<file path="src/rtl/frame_stats_reader.sv">
// Custom-instruction controlled bus master: burst-reads a packed 8-bit grayscale frame and
// accumulates sum, min, max and above-threshold count. Optional feature: FRAME_STATS_THRESHOLD_EN.
module frame_stats_reader #(
  parameter logic [7:0] customInstructionId = 8'd0
) (
  input  logic        clock,
  input  logic        reset,
  input  logic        ciStart,
  input  logic        ciCke,
  input  logic [7:0]  ciN,
  input  logic [31:0] ciValueA,
  input  logic [31:0] ciValueB,
  output logic [31:0] ciResult,
  output logic        ciDone,
  output logic        requestBus,
  input  logic        busGrant,
  output logic        beginTransactionOut,
  output logic [31:0] addressDataOut,
  output logic        readNotWriteOut,
  output logic [3:0]  byteEnablesOut,
  output logic [7:0]  burstSizeOut,
  output logic        endTransactionOut,
  input  logic [31:0] addressDataIn,
  input  logic        dataValidIn,
  input  logic        endTransactionIn,
  input  logic        busErrorIn
);

  typedef enum logic [2:0] {StIdle, StReq, StInit, StRead, StAbort, StNext} state_e;

  state_e      r_state, w_state_next;
  logic [31:0] r_base, r_addr, r_sum, r_addr_out;
  logic [17:0] r_words, r_remaining;
  logic [7:0]  r_min, r_max, r_burst_out;
  logic        r_busy, r_done, r_error, r_begin;
  logic        w_sel, w_wr, w_accum;
  logic [2:0]  w_cmd;
  logic [4:0]  w_burst;
  logic [9:0]  w_word_sum;
  logic [7:0]  w_word_min, w_word_max;
  logic        w_unused;
`ifdef FRAME_STATS_THRESHOLD_EN
  logic [7:0]  r_thresh;
  logic [19:0] r_count;
  logic [2:0]  w_word_cnt;
`endif

  assign w_unused = ^ciValueA[31:3];
  assign w_sel    = ciStart & ciCke & (ciN == customInstructionId);
  assign ciDone   = w_sel;
  assign w_cmd    = ciValueA[2:0];
  assign w_wr     = w_sel & ~r_busy;
  assign w_burst  = (r_remaining > 18'd16) ? 5'd16 : r_remaining[4:0];
  // A word flagged with a bus error is dropped.
  assign w_accum  = (r_state == StRead) & dataValidIn & ~busErrorIn;

  assign requestBus          = (r_state == StReq);
  assign endTransactionOut   = (r_state == StAbort);
  assign beginTransactionOut = r_begin;
  assign readNotWriteOut     = r_begin;
  assign byteEnablesOut      = r_begin ? 4'hF : 4'h0;
  assign addressDataOut      = r_addr_out;
  assign burstSizeOut        = r_burst_out;

  always_comb begin
    w_word_sum = '0;
    w_word_min = 8'hFF;
    w_word_max = '0;
    for (int i = 0; i < 4; i++) begin
      w_word_sum = w_word_sum + {2'b00, addressDataIn[8*i +: 8]};
      if (addressDataIn[8*i +: 8] < w_word_min) w_word_min = addressDataIn[8*i +: 8];
      if (addressDataIn[8*i +: 8] > w_word_max) w_word_max = addressDataIn[8*i +: 8];
    end
  end

`ifdef FRAME_STATS_THRESHOLD_EN
  always_comb begin
    w_word_cnt = '0;
    for (int i = 0; i < 4; i++) begin
      if (addressDataIn[8*i +: 8] > r_thresh) w_word_cnt = w_word_cnt + 3'd1;
    end
  end
`endif

  always_comb begin
    w_state_next = r_state;
    unique case (r_state)
      StIdle:  if (w_wr && (w_cmd == 3'd3) && (r_words != '0)) w_state_next = StReq;
      StReq:   if (busGrant) w_state_next = StInit;
      StInit:  w_state_next = StRead;
      StRead: begin
        if (busErrorIn)            w_state_next = StAbort;
        else if (endTransactionIn) w_state_next = StNext;
      end
      StAbort: w_state_next = StIdle;
      StNext:  w_state_next = (r_remaining != '0) ? StReq : StIdle;
      default: w_state_next = StIdle;
    endcase
  end

  always_comb begin
    ciResult = '0;
    if (w_sel) begin
      case (w_cmd)
        3'd4:    ciResult = {29'd0, r_error, r_done, r_busy};
        3'd5:    ciResult = r_sum;
        3'd6:    ciResult = {16'd0, r_max, r_min};
`ifdef FRAME_STATS_THRESHOLD_EN
        3'd7:    ciResult = {12'd0, r_count};
`endif
        default: ciResult = '0;
      endcase
    end
  end

  always_ff @(posedge clock or posedge reset) begin
    if (reset) begin
      r_state     <= StIdle;
      r_base      <= '0;
      r_addr      <= '0;
      r_sum       <= '0;
      r_addr_out  <= '0;
      r_words     <= '0;
      r_remaining <= '0;
      r_min       <= 8'hFF;
      r_max       <= '0;
      r_burst_out <= '0;
      r_busy      <= 1'b0;
      r_done      <= 1'b0;
      r_error     <= 1'b0;
      r_begin     <= 1'b0;
`ifdef FRAME_STATS_THRESHOLD_EN
      r_thresh    <= '0;
      r_count     <= '0;
`endif
    end else begin
      r_state     <= w_state_next;
      r_begin     <= (r_state == StInit);
      r_addr_out  <= (r_state == StInit) ? r_addr : 32'd0;
      r_burst_out <= (r_state == StInit) ? ({3'b000, w_burst} - 8'd1) : 8'd0;
      if (w_wr) begin
        case (w_cmd)
          3'd0: r_base  <= {ciValueB[31:2], 2'b00};
          3'd1: r_words <= ciValueB[17:0];
`ifdef FRAME_STATS_THRESHOLD_EN
          3'd2: r_thresh <= ciValueB[7:0];
`endif
          3'd3: begin
            r_sum       <= '0;
            r_min       <= 8'hFF;
            r_max       <= '0;
`ifdef FRAME_STATS_THRESHOLD_EN
            r_count     <= '0;
`endif
            r_error     <= 1'b0;
            r_done      <= (r_words == '0);
            r_busy      <= (r_words != '0);
            r_addr      <= r_base;
            r_remaining <= r_words;
          end
          default: ;
        endcase
      end
      if (r_state == StInit) begin
        r_remaining <= r_remaining - {13'd0, w_burst};
        r_addr      <= r_addr + {25'd0, w_burst, 2'b00};
      end
      if (w_accum) begin
        r_sum <= r_sum + {22'd0, w_word_sum};
        if (w_word_min < r_min) r_min <= w_word_min;
        if (w_word_max > r_max) r_max <= w_word_max;
`ifdef FRAME_STATS_THRESHOLD_EN
        r_count <= r_count + {17'd0, w_word_cnt};
`endif
      end
      if (r_state == StAbort) begin
        r_error <= 1'b1;
        r_busy  <= 1'b0;
      end
      if ((r_state == StNext) && (r_remaining == '0)) begin
        r_done <= 1'b1;
        r_busy <= 1'b0;
      end
    end
  end

endmodule

</file>
<file path="config.mk">
export PLATFORM = sky130hd
export DESIGN_NAME = frame_stats_reader
export DESIGN_NICKNAME = d
export VERILOG_FILES = /design/src/rtl/frame_stats_reader.sv
export SDC_FILE = /design/constraint.sdc
export NUM_CORES = 1
export LEC_CHECK = 0
export ABC_AREA = 1
export CAP_MARGIN = 30
export CORE_MARGIN = 1.5
export CORE_UTILIZATION = 30
export CTS_BUF_LIST = sky130_fd_sc_hd__clkbuf_2
export DETAILED_ROUTE_END_ITERATION = 8
export HOLD_SLACK_MARGIN = 0.05
export MAX_ROUTING_LAYER = met4
export PLACE_DENSITY = 0.53
export SYNTH_ARGS = -nofsm -noshare
export SYNTH_HDL_FRONTEND = slang
export SYNTH_SLANG_ARGS = --single-unit
</file>
<file path="constraint.sdc">
create_clock -name clock -period 8.2 [get_ports clock]
set_input_delay 2.46 -clock clock [delete_from_list [all_inputs] [get_ports clock]]
set_output_delay 2.46 -clock clock [all_outputs]
set_load 0.02 [all_outputs]
</file>
After elaboration in Yosys (flattened, before gate mapping)
Cells that the tools add are included.
{"block": "classes", "add_sub_neg": 7, "n_lt_le_gt_ge": 11, "n_eq_ne": 13, "mux": 47, "n_bitwise": 7, "n_reduce_logical": 28}
{"op": "$mux W32", "n": 8}
{"op": "$mux W8", "n": 17}
{"op": "$pmux W32 S3", "n": 1}
{"op": "$mux W18", "n": 3}
{"op": "$logic_not A18 Y1", "n": 2}
{"op": "$reduce_bool A18 Y1", "n": 2}
{"op": "$add A32 B10 Y32", "n": 1}
{"op": "$add A32 B7 Y32", "n": 1}
{"op": "$gt A8 B8 Y1", "n": 4}
{"op": "$lt A8 B8 Y1", "n": 4}
{"op": "$gt A18 B5 Y1 const B", "n": 1}
{"op": "$sub A18 B5 Y18", "n": 1}
{"op": "$reduce_bool A2 Y1", "n": 8}
{"op": "$eq A3 B3 Y1 const B", "n": 5}
{"op": "$pmux W3 S5", "n": 1}
{"op": "$reduce_and A2 Y1", "n": 7}
{"op": "$mux W3", "n": 4}
{"op": "$mux W1", "n": 11}
{"op": "$add A10 B8 Y10", "n": 1}
{"op": "$add A9 B8 Y10", "n": 1}
{"op": "$add A8 B8 Y9", "n": 1}
{"op": "$eq A3 B2 Y1 const B", "n": 3}
{"op": "$gt A8 B1 Y1 const B", "n": 1}
{"op": "$logic_not A8 Y1", "n": 1}
{"op": "14 further kinds", "n": 24}
{"block": "word_totals", "reg_bits": 193, "in_bits": 112}

Logic depth before layout (Yosys ltp)
Gate-level depths: netlist of run 1.
{"block": "logic_depth", "word_depth": 11, "depth_mapped": 40, "mapped_depth_nobuf": 37}

Worst setup path before layout of run 1
Ideal clock, no wire load.
{"block": "synth_path", "path_type": "input to register", "startpoint": "input addressDataIn[7]", "endpoint": "register r_max[1]", "setup_ps": 96, "t_arrival_ps": 7585, "t_required_ps": 8104, "path_slack_ps": 520, "stages": 32, "n_path_buf": 4, "cell_sequence": "inv_1 ha_1 nand2_1 nor2_1 nand3_1 o21ai_1 clkbuf_1 o21ai_0 ha_1 a21oi_1 o21ai_0 nor2b_1 o32ai_1 clkbuf_1 o21ai_0 ha_1 nand2_1 o21ai_0 a21oi_1 nor2_1 clkbuf_1 o21ai_0 ha_1 nand2_1 o21ai_0 nand2_1 o211ai_1 nand3_1 inv_1 buf_1 nand2_1 o31ai_1"}
{"block": "synth_via", "elab_chain_cells": 11}
{"element": "start: declaration", "line_no": "23", "text": "input logic [31:0] addressDataIn,"}
{"element": "$gt A8 B1 Y1", "line_no": "72", "text": "if (addressDataIn[8*i +: 8] > w_word_max) w_word_max = addressDataIn[8*i +: 8];"}
{"element": "$mux W8 *", "line_no": "72"}
{"element": "$gt A8 B8 Y1", "line_no": "72"}
{"element": "$mux W8 *", "line_no": "72"}
{"element": "$gt A8 B8 Y1", "line_no": "72"}
{"element": "$mux W8 *", "line_no": "72"}
{"element": "$gt A8 B8 Y1", "line_no": "72"}
{"element": "$mux W8 *", "line_no": "72"}
{"element": "$gt A8 B8 Y1", "line_no": "171", "text": "if (w_word_max > r_max) r_max <= w_word_max;"}
{"element": "$mux W8 *", "line_no": "171"}
{"element": "$mux W8 *", "line_no": "168", "text": "if (w_accum) begin"}
{"element": "end signal: assignment", "line_no": "171"}
{"element": "end: declaration", "line_no": "34", "text": "logic [7:0] r_min, r_max, r_burst_out;"}
Mark *: on every way between the ends. The rest lies on a longest branch, timed or not.
A chain may end at the register's enable or synchronous reset.

Worst setup path after layout of run 1
{"block": "layout_path", "startpoint": "input ciValueA[0]", "endpoint": "output ciResult[15]"}
{"block": "layout_via", "elab_chain_cells": 3, "elab_cells_between_ends": 5}
{"element": "start: declaration", "line_no": "11", "text": "input logic [31:0] ciValueA,"}
{"element": "$eq A3 B3 Y1", "line_no": "104", "text": "case (w_cmd)"}
{"element": "$pmux W32 S3 *", "line_no": "104"}
{"element": "$mux W32 *", "line_no": "103", "text": "if (w_sel) begin"}
{"element": "end: declaration", "line_no": "13", "text": "output logic [31:0] ciResult,"}
Marked as above.

==> run_results.csv, run 1 <==
group,metric,value,unit
status,status,"completed",
logic_synthesis,ys_types,57,
detailed_routing,wire_per_inst,15.2,µm
sta,drv_slew,0,
global_routing,grt_use_total,0.172,
sta,grt_setup_unrepaired,"false",
detailed_routing,drtIter0Drc,528,
die,design.core.area,0.0390,mm²
die,fp.dieArea,0.0411,mm²
detailed_routing,drtPass1Iterations,5,
layout,instances_no_fill,2195,
detailed_routing,vias_per_cell,4.80,
layout,fill_cells,4053,
clock_tree,htreeDepth,4,
logic_synthesis,synthSimpleGateAreaFrac,0.225,
pwr,cellLeakagePower,6.62,nW
worst_setup_path,crit_path_max_fanout,17,
worst_setup_path,regToRegSetupSlack,3080,ps
worst_setup_path,critPathArrivalTime,4990,ps
place,gp_congestion,0.867,
clock_tree,root_buffer,"clkbuf_2",
detailed_routing,ant_nets,0,
worst_setup_path,crit_path_start_kind,"primary input",
worst_setup_path,r2r_start,"r_remaining[10]",
job,cap_violations,0,
logic_synthesis,synth_top_cells_by_area,"dfrtp_1 37%, nand2_1 10%, ha_1 8.6%",
worst_setup_path,required,5740,ps
logic_synthesis,synth_fa_ha_area_frac,0.126,
detailed_routing,remaining_drc_errors,0,
clock_tree,numClockSinks,187,
die,initial_core_util,0.307,
logic_synthesis,netlist.area_leader.share,0.375,
global_routing,antenna_found_initial,3,
logic_synthesis,synthFlopType,"dfrtp_1",
logic_synthesis,yosysTopAreaCell,"dfrtp_1",
sta,finalHoldViolCount,0,
worst_setup_path,cp_slowest_cell,"clkdlybuf4s50_1",
logic_synthesis,netlist_area,0.0120,mm²
pwr,irDropWorstVdd,0.141,mV
sta,timing.final.crit_share,0.908,
place,dp.final_hpwl,24.8,mm
sta,tightest_slew,903,ps
logic_synthesis,synth-edff-count,0,
min_path,hp-start,"r_sum[31]",
logic_synthesis,synth_compound_area_frac,0.147,
die,die_x,203,µm
clock_tree,hold_buffers,0,
worst_setup_path,r2r_cells,25,
clock_tree,cts_setup_buffers,0,
logic_synthesis,synth.area.mux_share,0.0203,
clock_tree,ctsLongestPathBuffers,2,
logic_synthesis,avgSynthCellArea,7.97,µm²
detailed_routing,wl,33.5,mm
logic_synthesis,synth_top_family_by_area,"simple AND/OR/NAND/NOR gates",
layout,regArea,0.00469,mm²
min_path,worstHoldPathType,"reg2reg",
global_routing,grt_start_max_net_pins,82,
layout,drive_gt1_frac,0.0825,
worst_setup_path,cp.buffers_inverters,5,
logic_synthesis,synth_cells,1500,
min_path,hold_depth,1,
die,die_y,203,µm
global_routing,grt_first_pass_wirelength,54.6,mm
sta,final-setup-viol-count,0,
clock_tree,insertion_delay,930,ps
worst_setup_path,crit_path_cell_trace,"clkdlybuf4s50_1, inv_1, nor2_1, nand2_1, inv_1, buf_4, nand2_1, a21oi_1, clkdlybuf4s50_1",
worst_setup_path,r2r-end,"r_addr[30]",
worst_setup_path,worst_path_dominant_cell_family,"buffers and inverters",
sta,finalClockSkew,69.2,ps
worst_setup_path,crit_type,"in2out",
die,rows,72,
clock_tree,cts_tree,"yes",
logic_synthesis,synth_xor_area_frac,0.00733,
sta,fmax,134,MHz
sta,setup-tns-final,0,ps
worst_setup_path,end_kind,"output port",
logic_synthesis,ys_seq_area_frac,0.392,
pwr,power_density,260,mW/mm²
layout,multi_input_area,0.00630,mm²
worst_setup_path,slowest_delay,680,ps
die,io_pins,193,
layout,syn2layout_area_growth,21.4,%
global_routing,grt_pass1_vias,10300,
logic_synthesis,ys_seq_elements,187,
logic_synthesis,yosys_warnings,0,
clock_tree,cts_inserted_buffers,17,
sta,period_minus_slack,7450,ps
sta,slew_headroom,0.398,
min_path,holdPathEnd,"r_sum[31]",
place,portBuffers,161,
place,dpl.cell_count,2159,
layout,nets,1878,
global_routing,grt_overflow,0,
clock_tree,cts_resized,0,
clock_tree,clkTransAtPathRegs,310,ps
logic_synthesis,async_flop_share,1.00,
detailed_routing,vias,10500,
synth_stat cells, drive strengths merged (6+ instances only):
cell type,instances
a21oi,72
o31ai,14
dfstp,8
mux2,18
nand2,334
dfrtp,179
inv,192
nor2,147
a32oi,9
o21ai,146
a31oi,16
a22oi,13
fa,24
o211ai,6
clkbuf,38
buf,18
nand3,68
xor2,7
nor3,37
nor4,14
nand4,12
ha,82
where the power goes:
group	leakage, nW	switching (mW)	total, mW	internal [mW]
clock network	0.143	0.395	0.498	0.104
registers	2.42	0.192	1.37	1.18
logic	4.06	1.17	1.90	0.727
total	6.62	1.76	3.77	2.01
layout by cell type, fill, tap and decap left out, types with 11 or more instances in the layout:
master,instances
buf_4,34
o21ai_0,135
clkdlybuf4s50_1,161
o31ai_1,14
nor3_1,33
ha_1,82
fa_1,24
nor2_1,143
a21oi_1,72
nand4_1,11
clkbuf_2,18
mux2_2,18
nand2_1,322
a31oi_1,16
a22oi_1,13
nor4_1,11
nand3_1,65
dfrtp_1,179
inv_1,182
through the flow:
stage          power (mW)  area [µm²]  utilization  setup slack, ps  hold WS, ps
2_1_floorplan        2.68       12000            -              520          446
3_3_place_gp         3.28       14200        0.365             99.3          466
3_5_place_dp         3.31       14300        0.366             39.5          475
4_1_cts              3.83       14500        0.372              730          505
5_1_grt              4.13       14500        0.372              431          517
6_report             3.77       14500        0.372              751          503
per-layer routing:
layer	part of all wire	global-route usage	wire length [µm]
met2	0.48	0.281	16100
met5	0	-	0
met1	0.47	0.223	15800
met4	0.016	0.0479	550
met3	0.030	0.0260	990
state kept, by name, summed over array words and instances (netlist names):
signal,cells
r_remaining,18
r_sum,32
r_error,1
r_max,8
beginTransactionOut,1
r_words,18
r_state,3
r_min,8
r_busy,1
r_base,30
r_done,1
addressDataOut,30
r_addr,30
burstSizeOut,6
worst register-to-register path, cell delays in order (launching register included):
cell,delay (ps)
dfrtp_1,480
nor2_1,220
nand2_1,80
nor4_1,210
nand4_1,310
nand2_1,290
inv_2,110
nor2_1,230
ha_1,230
inv_1,60
fa_1,400
nand3b_1,170
and2_1,170
nor2_1,130
nor2_1,120
nor2_1,130
inv_1,70
nor2_1,180
nand2_1,130
nor4_1,270
inv_1,150
nor3_1,340
nand2_1,140
a22oi_1,170
o311a_1,190
a21oi_1,40
kinds of logic (layout without fill, tap and decap cells):
family / after synthesis / in the layout
AO/OA/AOI/OAI: 301 / 301
AND/OR/NAND/NOR: 624 / 624
multiplexers: 22 / 22
flip-flops: 187 / 187
buffers and inverters: 248 / 420
adder cells (fa/ha/maj): 106 / 106
other: 2 / 7
XOR/XNOR: 10 / 10
how the worst max path moves through the flow:
stage / startpoint / endpoint / slack [ps] / depth (start not counted)
6_report: ciValueA[0] / ciResult[15] / 750 / 9
5_1_grt: addressDataIn[7] / r_max[6] / 430 / 36
4_1_cts: ciValueA[0] / ciResult[15] / 730 / 9
3_5_place_dp: addressDataIn[7] / r_max[6] / 40 / 36
3_3_place_gp: addressDataIn[7] / r_max[5] / 100 / 36
2_1_floorplan: addressDataIn[7] / r_max[1] / 520 / 32
final cells by class:
type,instances,share of cell area
Clock inverter,14,0.0103
Clock buffer,18,0.00621
Inverter,192,0.0502
Tap cell,518,0.0447
Sequential cell,187,0.323
Multi-Input combinational cell,1066,0.434
Timing Repair Buffer,196,0.131
Antenna cell,4,0.000690
Power figures use the tool's default switching activity.
==> run 2, diff against run 1 <==
--- a/config.mk
+++ b/config.mk
@@ -14,6 +14,7 @@
 export HOLD_SLACK_MARGIN = 0.05
 export MAX_ROUTING_LAYER = met4
 export PLACE_DENSITY = 0.53
+export SKIP_LAST_GASP = 1
 export SYNTH_ARGS = -nofsm -noshare
 export SYNTH_HDL_FRONTEND = slang
 export SYNTH_SLANG_ARGS = --single-unit
==> results of run 2 <==
Same layout as run 1: the final DEF is identical, and so are final timing and power.
==> run 3, diff against run 2 <==
--- a/config.mk
+++ b/config.mk
@@ -15,6 +15,7 @@
 export MAX_ROUTING_LAYER = met4
 export PLACE_DENSITY = 0.53
 export SKIP_LAST_GASP = 1
+export SLEW_MARGIN = 20
 export SYNTH_ARGS = -nofsm -noshare
 export SYNTH_HDL_FRONTEND = slang
 export SYNTH_SLANG_ARGS = --single-unit
==> run_results.csv, run 3 (synthesis results as in run 1) <==
group,metric,value,unit
die,design.core.area,0.0390,mm²
global_routing,grt_use_total,0.173,
sta,timing.final.crit_share,0.907,
worst_setup_path,required,5740,ps
layout,drive_gt1_frac,0.0830,
clock_tree,numClockSinks,187,
status,status,"completed",
worst_setup_path,crit_path_max_fanout,16,
layout,largest_reg_flops,32,
layout,instances_no_fill,2194,
detailed_routing,wl,33.7,mm
place,placed_cell_area,0.0142,mm²
sta,fmax,134,MHz
worst_setup_path,end_kind,"output port",
detailed_routing,drtPass1Iterations,5,
clock_tree,hold_buffers,0,
global_routing,grt_first_pass_wirelength,55.0,mm
sta,drv_slew,0,
layout,layout_commonest_cell,"nand2_1",
clock_tree,ctsLongestPathBuffers,2,
pwr,finalPower,3.78,mW
pwr,cellLeakagePower,6.63,nW
worst_setup_path,slowest_delay,700,ps
sta,setup_ws,761,ps
sta,grt_setup_unrepaired,"false",
detailed_routing,ant_nets,0,
die,io_pins,193,
pwr,p_int,2.01,mW
clock_tree,cts_tree,"yes",
clock_tree,htreeDepth,4,
global_routing,grt_pass1_vias,10300,
place,portBuffers,161,
pwr,combPwrFrac,0.506,
sta,finalHoldViolCount,0,
clock_tree,cts_resized,0,
pwr,p_sw,1.76,mW
worst_setup_path,critPathArrivalTime,4980,ps
layout,design_area,0.0145,mm²
detailed_routing,drtIter0Drc,451,
pwr,sw_frac_of_total,0.467,
layout,regMostFlops,"r_sum",
detailed_routing,vias_per_cell,4.82,
layout,fill_cells,4022,
detailed_routing,vias,10600,
die,initial_core_util,0.307,
worst_setup_path,worst_path_dominant_cell_family,"buffers and inverters",
sta,slew_headroom,0.424,
worst_setup_path,cp.buffers_inverters,4,
job,cap_violations,0,
layout,nets,1879,
layout,syn2layout_area_growth,21.5,%
worst_setup_path,crit_path_cell_trace,"clkdlybuf4s50_1, or4_1, nor2_1, buf_4, nand3_1, buf_4, a31oi_1, clkdlybuf4s50_1",
sta,setup-tns-final,0,ps
pwr,sequentialPowerShare,0.364,
sta,final-setup-viol-count,0,
clock_tree,cts_setup_buffers,0,
pwr,irDropWorstVdd,0.148,mV
place,dp.final_hpwl,24.9,mm
global_routing,grt_start_max_net_pins,82,
pwr,power_density,260,mW/mm²
die,fp.dieArea,0.0411,mm²
die,die_x,203,µm
place,gp_congestion,0.867,
place,dpl.cell_count,2159,
global_routing,grt_overflow,0,
detailed_routing,wire_per_inst,15.4,µm
clock_tree,clkTransAtPathRegs,380,ps
sta,finalClockSkew,80.7,ps
die,rows,72,
pwr,power_frac_clock,0.130,
worst_setup_path,cp_slowest_cell,"clkdlybuf4s50_1",
worst_setup_path,crit_path_start_kind,"primary input",
layout,mostFrequentLayoutCells,"322 x nand2_1, 182 x inv_1, 179 x dfrtp_1",
clock_tree,cts_inserted_buffers,17,
global_routing,antenna_found_initial,2,
clock_tree,insertion_delay,910,ps
sta,tightest_slew,864,ps
sta,period_minus_slack,7440,ps
worst_setup_path,crit_type,"in2out",
clock_tree,root_buffer,"clkbuf_2",
detailed_routing,remaining_drc_errors,0,
die,die_y,203,µm
min_path,worstHoldPathType,"reg2reg",
place,dpl_worst_slack,50.9,ps
## run 3: cell count changes in the layout (fill, tap and decap cells not counted), sizes merged
cell,delta
clkinvlp,-1
buf,+1
inv,-1
diode,-2
clkinv,+2
## run 3: layout make-up
class	count	area, µm²	share of cell area
well taps	518	648	0.0446
flip-flops and latches	187	4690	0.323
clock buffers	18	90.1	0.00620
diodes	2	5.00	0.000345
multi-input cells	1066	6300	0.434
clock inverters	14	149	0.0103
repair buffers	197	1910	0.131
inverters	192	728	0.0501
## run 3: through the flow
step / hold WS, ps / util
after floorplan: 446 / -
after global placement: 466 / 0.365
after detailed placement: 474 / 0.365
after CTS: 507 / 0.371
after global routing: 517 / 0.372
final: 494 / 0.372
## run 3: power groups by stage
stage	logic, mW	clock network [mW]	registers [mW]
final	1.91	0.492	1.37
after global routing	2.16	0.555	1.41
after CTS	1.94	0.522	1.37
after detailed placement	1.92	0	1.39
after global placement	1.89	0	1.39
after floorplan	1.26	0	1.42
## run 3: worst paths after layout
check | start | end | slack [ps] | cells after the start
max reg2reg | r_remaining[10] | r_addr[30] | 3030 | 25
max in group asynchronous | reset | r_sum[2] | 5150 | 3
max | ciN[5] | ciResult[2] | 760 | 8
min | r_words[7] | r_remaining[7] | 490 | 2
min reg2reg | r_words[7] | r_remaining[7] | 490 | 2
min in group asynchronous | reset | r_remaining[8] | 1950 | 2
## run 3: layer usage
metal | vias to the layer above | track usage | wire length, µm
met5 | - | - | 0
met4 | 0 | 0.0534 | 671
met3 | 37 | 0.0231 | 1090
met2 | 215 | 0.282 | 16200
met1 | 5032 | 0.224 | 15700
li1 | 5293 | - | -
## run 3: tightest hold or removal path: cells and delay by family, from the launching register on
family           cells  cell delay (ps)
flip-flops           1              430
AND/OR/NAND/NOR      1               60
AO/OA/AOI/OAI        1               70
